[config.mk]
export PLATFORM = sky130hd
export DESIGN_NAME = mul_rr_arbiter
export DESIGN_NICKNAME = d
export VERILOG_FILES = /design/src/rtl/mul_arb_pkg.sv /design/src/rtl/rr_arbiter.sv /design/src/rtl/slm_1.sv /design/src/rtl/mul_rr_arbiter.sv
export SDC_FILE = /design/constraint.sdc
export NUM_CORES = 1
export LEC_CHECK = 0
export CORE_UTILIZATION = 35
export DETAILED_ROUTE_END_ITERATION = 7
export GPL_TIMING_DRIVEN = 1
export HOLD_SLACK_MARGIN = 0.12
export PLACE_DENSITY = 0.54
export SLEW_MARGIN = 20
export SYNTH_ARGS = -nofsm -noshare
export SYNTH_HDL_FRONTEND = slang
export SYNTH_SLANG_ARGS = --single-unit
[constraint.sdc]
create_clock -name clk -period 9.1 [get_ports clk]
set_clock_uncertainty 0.2 [all_clocks]
set_input_delay 0.91 -clock clk [delete_from_list [all_inputs] [get_ports clk]]
set_output_delay 0.91 -clock clk [all_outputs]
set_load 0.01 [all_outputs]
[src/rtl/mul_arb_pkg.sv]
// Shared widths and pipeline-stage records for the multiplier arbiter.
package mul_arb_pkg;

   localparam int OPW    = 8;
   localparam int PRODW  = 16;
   // Wide enough for the largest supported requester count (8)
   localparam int IDMAXW = 3;

   typedef struct packed {
      logic              valid;
      logic [IDMAXW-1:0] id;
      logic [OPW-1:0]    a;
      logic [OPW-1:0]    b;
   } s1_t;

   typedef struct packed {
      logic              valid;
      logic [IDMAXW-1:0] id;
      logic [PRODW-1:0]  prod;
   } s2_t;

endpackage

[src/rtl/rr_arbiter.sv]
// Combinational round-robin picker: first set request at or after ptr, wrapping.
module rr_arbiter #(
   parameter  int NREQ = 4,
   localparam int IDW  = $clog2(NREQ)
) (
   input  logic [NREQ-1:0] req,
   input  logic [IDW-1:0]  ptr,
   input  logic            en,
   output logic [NREQ-1:0] grant,
   output logic [IDW-1:0]  idx
);

   logic           found;
   logic [IDW-1:0] j;

   always_comb begin
      grant = '0;
      idx   = '0;
      found = 1'b0;
      j     = '0;
      for (int unsigned k = 0; k < NREQ; k++) begin
         j = IDW'((32'(ptr) + k) % NREQ);
         if (!found && req[j]) begin
            found = 1'b1;
            idx   = j;
         end
      end
      if (found) grant[idx] = en;
   end

endmodule

[src/rtl/slm_1.sv]
// Combinational unsigned 8x8 array multiplier (shift-and-add rows).
module slm_1 (
   input  logic [7:0]  a,
   input  logic [7:0]  b,
   output logic [15:0] p
);

   always_comb begin
      p = '0;
      for (int unsigned i = 0; i < 8; i++) begin
         if (b[i]) p = p + ({8'b0, a} << i);
      end
   end

endmodule

[src/rtl/mul_rr_arbiter.sv]
// Round-robin arbiter sharing one slm_1 multiplier across NREQ requesters.
// Optional per-requester accept counters with MUL_ARB_PERF_CNT_EN.
module mul_rr_arbiter
   import mul_arb_pkg::*;
#(
   parameter  int NREQ = 4,
   localparam int IDW  = $clog2(NREQ)
) (
   input  logic                clk,
   input  logic                rst_n,
   input  logic [NREQ-1:0]     req_valid,
   output logic [NREQ-1:0]     req_ready,
   input  logic [NREQ*8-1:0]   req_a,
   input  logic [NREQ*8-1:0]   req_b,
   output logic                rsp_valid,
   input  logic                rsp_ready,
   output logic [IDW-1:0]      rsp_id,
   output logic [15:0]         rsp_prod,
   output logic                busy
`ifdef MUL_ARB_PERF_CNT_EN
   ,
   output logic [NREQ*16-1:0]  perf_cnt,
   input  logic                perf_clr
`endif
);

   s1_t             s1;
   s2_t             s2;
   logic [IDW-1:0]  ptr;
   logic [IDW-1:0]  widx;
   logic [NREQ-1:0] grant;
   logic            s1_ready;
   logic            s2_ready;
   logic            accept;
   logic [OPW-1:0]  sel_a;
   logic [OPW-1:0]  sel_b;
   logic [PRODW-1:0] prod;

   assign s2_ready = !s2.valid || rsp_ready;
   assign s1_ready = !s1.valid || s2_ready;

   rr_arbiter #(.NREQ(NREQ)) u_arb (
      .req   (req_valid),
      .ptr   (ptr),
      .en    (s1_ready),
      .grant (grant),
      .idx   (widx)
   );

   // Grant is only ever raised on a valid request, so any grant bit is an accept
   assign req_ready = grant;
   assign accept    = |grant;
   assign sel_a     = req_a[widx*OPW +: OPW];
   assign sel_b     = req_b[widx*OPW +: OPW];

   slm_1 u_mul (
      .a (s1.a),
      .b (s1.b),
      .p (prod)
   );

   always_ff @(posedge clk or negedge rst_n) begin
      if (!rst_n) begin
         s1  <= '0;
         s2  <= '0;
         ptr <= '0;
      end else begin
         if (accept) begin
            s1  <= '{valid: 1'b1, id: IDMAXW'(widx), a: sel_a, b: sel_b};
            ptr <= (widx == IDW'(NREQ-1)) ? '0 : widx + 1'b1;
         end else if (s2_ready) begin
            s1.valid <= 1'b0;
         end

         if (s1.valid && s2_ready) begin
            s2 <= '{valid: 1'b1, id: s1.id, prod: prod};
         end else if (rsp_ready) begin
            s2.valid <= 1'b0;
         end
      end
   end

   assign rsp_valid = s2.valid;
   assign rsp_id    = IDW'(s2.id);
   assign rsp_prod  = s2.prod;
   assign busy      = s1.valid || s2.valid;

`ifdef MUL_ARB_PERF_CNT_EN
   always_ff @(posedge clk or negedge rst_n) begin
      if (!rst_n) begin
         perf_cnt <= '0;
      end else begin
         for (int unsigned i = 0; i < NREQ; i++) begin
            if (perf_clr) begin
               perf_cnt[i*16 +: 16] <= '0;
            end else if (req_valid[i] && grant[i] && (perf_cnt[i*16 +: 16] != 16'hFFFF)) begin
               perf_cnt[i*16 +: 16] <= perf_cnt[i*16 +: 16] + 16'd1;
            end
         end
      end
   end
`endif

endmodule

==> results.json, run 1 <==
{
  "die-area_um2": 15600,
  "syn_avg_cell_area_um2": 7.37,
  "hold_ws_ns": 0.271,
  "antenna_found_initial": 0,
  "htree_levels": 2,
  "dieHeight_um": 125,
  "wl_per_cell_um": 16.5,
  "synth_seq_cells": 40,
  "required_ns": 9.09,
  "violations": "DRC",
  "grt.total_usage_pct": 20.8,
  "slowest_stage": "dfrtp_1",
  "core-area_um2": 14600,
  "synth_ff_type": "dfrtp_1",
  "synthCells": 716,
  "syn_nets": 856,
  "cts_tree": "built",
  "place_hpwl_um": 12200,
  "period_share_pct": 96.5,
  "remaining_drc_errors": 2,
  "critPathLaunchType": "flop",
  "grt_max_degree": 41,
  "drive_above_1_share_pct": 12.9,
  "synth_edf_count": 0,
  "ios": 95,
  "slew_viol_final": 0,
  "dr_total_vias": 5432,
  "fin_cells": 996,
  "clock_sinks": 40,
  "num_antenna_cells": 0,
  "die_x_um": 125,
  "worst_slew_pin_slew_ns": 1.01,
  "yosys-top-cells-area": "dfrtp_1, ha_1, nand2_1",
  "synthTopCellsByCount": "nand2_1, ha_1, a21oi_1",
  "final.setup.tns_ns": 0,
  "max_slew_margin_pct": 32.2,
  "initial_utilization_pct": 36.0,
  "dpl.cell_count": 977,
  "period_minus_slack_ns": 8.78,
  "finalSetupViolCount": 0,
  "crit_path_end_kind": "flop",
  "maxCapViolCount": 0,
  "syn-cell-area_um2": 5280,
  "ys_types": 71,
  "crit_arrival_ns": 8.77,
  "yosysWarnings": 0,
  "drt_first_pass_iters": 7,
  "numCtsBuffers": 5,
  "fin_util_pct": 47.6,
  "gr-total-overflow": 0,
  "synth_top_area_cell": "dfrtp_1",
  "status": "complete, but fails checks",
  "clk_pin_slew_ns": 0.07,
  "rows": 44,
  "grt_first_pass_wirelength_um": 26000,
  "fmax_mhz": 114,
  "nets": 951,
  "hp-class": "reg2reg",
  "drt_wl_total_um": 16400,
  "place.port_buffers": 94,
  "drt-initial-drc-count": 333,
  "drt-vias-per-instance": 5.45,
  "final_hold_viol_count": 0,
  "postRouteAntennaNets": 0,
  "yosysSeqAreaShare_pct": 19.0,
  "synth_most_common_cell": "nand2_1",
  "async_flop_share_pct": 100,
  "clk_latency_ns": 0.30,
  "clockRootBuffer": "clkbuf_16",
  "synthToLayoutAreaGrowth_pct": 32.0,
  "max_stage_delay_ns": 0.37,
  "grt_pass1_vias": 5198,
  "path_common_cell": "ha_1",
  "cts_hold_buf": 0,
  "netlist.area_leader.share_pct": 19.0,
  "place.gp.congestion": 0.883,
  "crit_path_max_fanout": 12,
  "setup.worst_path.class": "reg2reg",
  "clockBufferDepth": 2
}
-- sequential cells by signal, summed over array words and instances, names as in the netlist --
signal,flops
rsp_id,2
rsp_prod,16
ptr,2
s1,19
rsp_valid,1
-- cells in the final DEF, fill, tap and decap left out, types with 10 or more instances in the layout --
master / Yosys / routed
a21oi_2: 0 / 12
buf_4: 1 / 25
o21a_1: 13 / 12
nand2_1: 154 / 154
and2_1: 13 / 13
a21oi_1: 41 / 29
inv_1: 30 / 30
nor3_1: 14 / 10
xnor2_1: 24 / 19
o21ai_1: 30 / 31
dfrtp_1: 40 / 40
nor2b_1: 13 / 12
clkdlybuf4s50_1: 0 / 93
o21ai_0: 34 / 31
nor2_1: 36 / 36
nand3_1: 25 / 25
a21o_1: 19 / 19
ha_1: 62 / 53
-- routing by layer --
layer / GRT usage [%] / part of all wire [%]
met4: 5.01 / 1.4
met3: 2.75 / 4.5
met2: 36.6 / 49
met5: 0 / 0
met1: 26.7 / 45
-- worst max-delay path: cells and delay by family, from the launching register on --
kind                     cells  cell delay, ns
multiplexers                 2            0.38
adder cells (fa/ha/maj)      7            2.17
AO/OA/AOI/OAI               18            3.43
buffers and inverters        3            0.31
XOR/XNOR                     3            0.50
flip-flops                   1            0.37
AND/OR/NAND/NOR              9            1.30
-- worst paths after layout --
check / start / endpoint / slack [ns] / cells past startpoint
worst max-delay path: s1[0] / rsp_prod[14] / 0.32 / 42
worst max register to register: s1[0] / rsp_prod[14] / 0.32 / 42
worst min register to register: s1[16] / rsp_id[0] / 0.27 / 2
min in group asynchronous: rst_n / rsp_prod[6] / 0.55 / 1
worst min-delay path: s1[16] / rsp_id[0] / 0.27 / 2
max in group asynchronous: rst_n / s1[3] / 7.55 / 1
-- layout make-up --
class	count	area, um^2
Clock buffer	5	125
Clock inverter	3	46.3
Fill cell	1464	7680
Inverter	33	124
Multi-Input combinational cell	612	4320
Sequential cell	40	1000
Tap cell	184	230
Timing Repair Buffer	119	1120
-- logic make-up after synthesis --
family	Yosys count	synth area share (%)
simple gates	293	25.3
compound gates	208	25.6
fa+ha+maj	69	17.4
buf+inv	64	5.34
flops	40	19.0
xor+xnor	29	4.81
mux	13	2.61
-- timing repair --
action	CTS	global route
buffers inserted	1	10
pin swaps	1	19
setup endpoints to repair	3	6
gates resized for setup	3	59
gates cloned	0	0
-- per-stage QoR --
step	setup slack [ns]	instance area, um^2
after global placement	0.0343	6400
after detailed placement	-0.130	6400
after CTS	0.0178	6600
after global routing	-0.0864	6970
final	0.321	6970
after floorplan	0.732	5280
Power of run 1 is left out: the tool's default activity adds up to more than one toggle a clock period on the data nets, which glitch-free logic cannot reach.
==> inputs of run 2 (changes only) <==
CORE_MARGIN = 3   (was not set)
==> run 2 against run 1 <==
The flow now finishes without violations. Fmax up 0.96%. Die area up 6.5%. Non-clock buffer count up 3. Routed wire length up 2.7%. Via count up 0.41%. Clock-buffer cell count unchanged. Design area up 0.56%. Hold slack worse by 0.00082 ns. Largest cell class unchanged. Highest routed layer unchanged.
==> results.json, run 2 (same netlist as run 1, synthesis figures left out) <==
{
  "clk_latency_ns": 0.30,
  "fmax_mhz": 115,
  "grt_max_degree": 41,
  "ios": 95,
  "status": "finished, final reports clean",
  "die_x_um": 129,
  "worst_slew_pin_slew_ns": 0.993,
  "cts_tree": "built",
  "period_minus_slack_ns": 8.70,
  "die-area_um2": 16600,
  "postRouteAntennaNets": 0,
  "top_register": "s1",
  "layout_common_cells": "nand2_1, clkdlybuf4s50_1, ha_1, dfrtp_1, nor2_1",
  "final_hold_viol_count": 0,
  "crit_arrival_ns": 8.68,
  "required_ns": 9.09,
  "hold_ws_ns": 0.270,
  "grt.total_usage_pct": 20.3,
  "period_share_pct": 95.6,
  "clockBufferDepth": 2,
  "fill_cells": 1459,
  "clockRootBuffer": "clkbuf_16",
  "startpoint": "s1[0]",
  "max_slew_margin_pct": 33.6,
  "remaining_drc_errors": 0,
  "drive_above_1_share_pct": 13.7,
  "crit_path_end_kind": "flop",
  "antenna_found_initial": 0,
  "place.gp.congestion": 0.992,
  "setup.worst_path.class": "reg2reg",
  "crit_path_max_fanout": 11,
  "htree_levels": 2,
  "core-area_um2": 14600,
  "rows": 44,
  "dr_total_vias": 5454,
  "nets": 954,
  "num_antenna_cells": 0,
  "drt-initial-drc-count": 355,
  "clk_pin_slew_ns": 0.07,
  "drt-vias-per-instance": 5.46,
  "wl_per_cell_um": 16.9,
  "max_stage_delay_ns": 0.39,
  "final_common_cell": "nand2_1",
  "synthToLayoutAreaGrowth_pct": 32.7,
  "critPathLaunchType": "flop",
  "maxCapViolCount": 0,
  "critical_path.reg2reg.startpoint": "s1[0]",
  "largest_register_ffs": 19,
  "cts_hold_buf": 0,
  "dieHeight_um": 129,
  "gr-total-overflow": 0,
  "hp-class": "reg2reg",
  "dpl.cell_count": 977,
  "slew_viol_final": 0,
  "clock_sinks": 40,
  "numCtsBuffers": 5,
  "place.port_buffers": 94,
  "path_common_cell": "ha_1",
  "grt_pass1_vias": 5418,
  "finalSetupViolCount": 0,
  "initial_utilization_pct": 36.0,
  "hp-start": "s1[17]",
  "fin_cells": 999,
  "place_hpwl_um": 12800,
  "drt_wl_total_um": 16900,
  "drt_first_pass_iters": 5,
  "grt_first_pass_wirelength_um": 27200,
  "slowest_stage": "dfrtp_1"
}
## run 2: area by class of cell
type / instances / area [um^2] / share of cell area, %
Tap cell: 184 / 230 / 3.29
Inverter: 33 / 124 / 1.77
Clock inverter: 3 / 46.3 / 0.661
Multi-Input combinational cell: 612 / 4330 / 61.8
Timing Repair Buffer: 122 / 1150 / 16.4
Sequential cell: 40 / 1000 / 14.3
Clock buffer: 5 / 125 / 1.79
## run 2: layer usage
| metal | global-route usage [%] | vias up | wire length [um] | part of all wire (%) |
|---|---|---|---|---|
| met5 | 0 | - | 0 | 0 |
| met1 | 26.7 | 2547 | 7680 | 46 |
| met2 | 34.6 | 140 | 8120 | 48 |
| met3 | 3.11 | 27 | 730 | 4.3 |
| met4 | 5.87 | 0 | 338 | 2.0 |
| li1 | - | 2740 | - | - |
## run 2: path summary, 6_finish.rpt
| kind | end | slack (ns) | depth (start not counted) |
|---|---|---|---|
| setup / recovery | rsp_prod[14] | 0.40 | 43 |
| hold / removal | rsp_id[1] | 0.27 | 2 |
| setup reg to reg | rsp_prod[14] | 0.40 | 43 |
| hold reg to reg | rsp_id[1] | 0.27 | 2 |
| max in group asynchronous | rsp_prod[4] | 7.56 | 1 |
| min in group asynchronous | rsp_prod[13] | 0.54 | 1 |
## run 2: per-stage QoR
stage          util [%]  TNS [ns]  instance area [um^2]  worst slack [ns]
2_1_floorplan         -         0                  5280             0.732
5_1_grt            47.8   -0.0856                  7000           -0.0335
6_report           47.8         0                  7000             0.404
3_5_place_dp       43.7    -0.263                  6400            -0.150
4_1_cts            45.2         0                  6620            0.0359
3_3_place_gp       43.7         0                  6400            0.0506
## run 2: worst max-delay path: cells and delay by family (launching register included)
kind	cells	cell delay (ns)
AO/OA/AOI/OAI	17	2.76
XOR/XNOR	4	0.69
adder cells (fa/ha/maj)	7	2.06
buffers and inverters	3	0.43
flip-flops	1	0.39
multiplexers	1	0.08
AND/OR/NAND/NOR	11	2.00
## run 2: what timing repair did
item                                    in CTS  in global routing
pin swaps                                    5                 21
endpoints found under the setup margin       3                  6
gates resized for setup                      3                 68
buffers inserted                             4                 10
Power of run 2 is left out for the same reason.
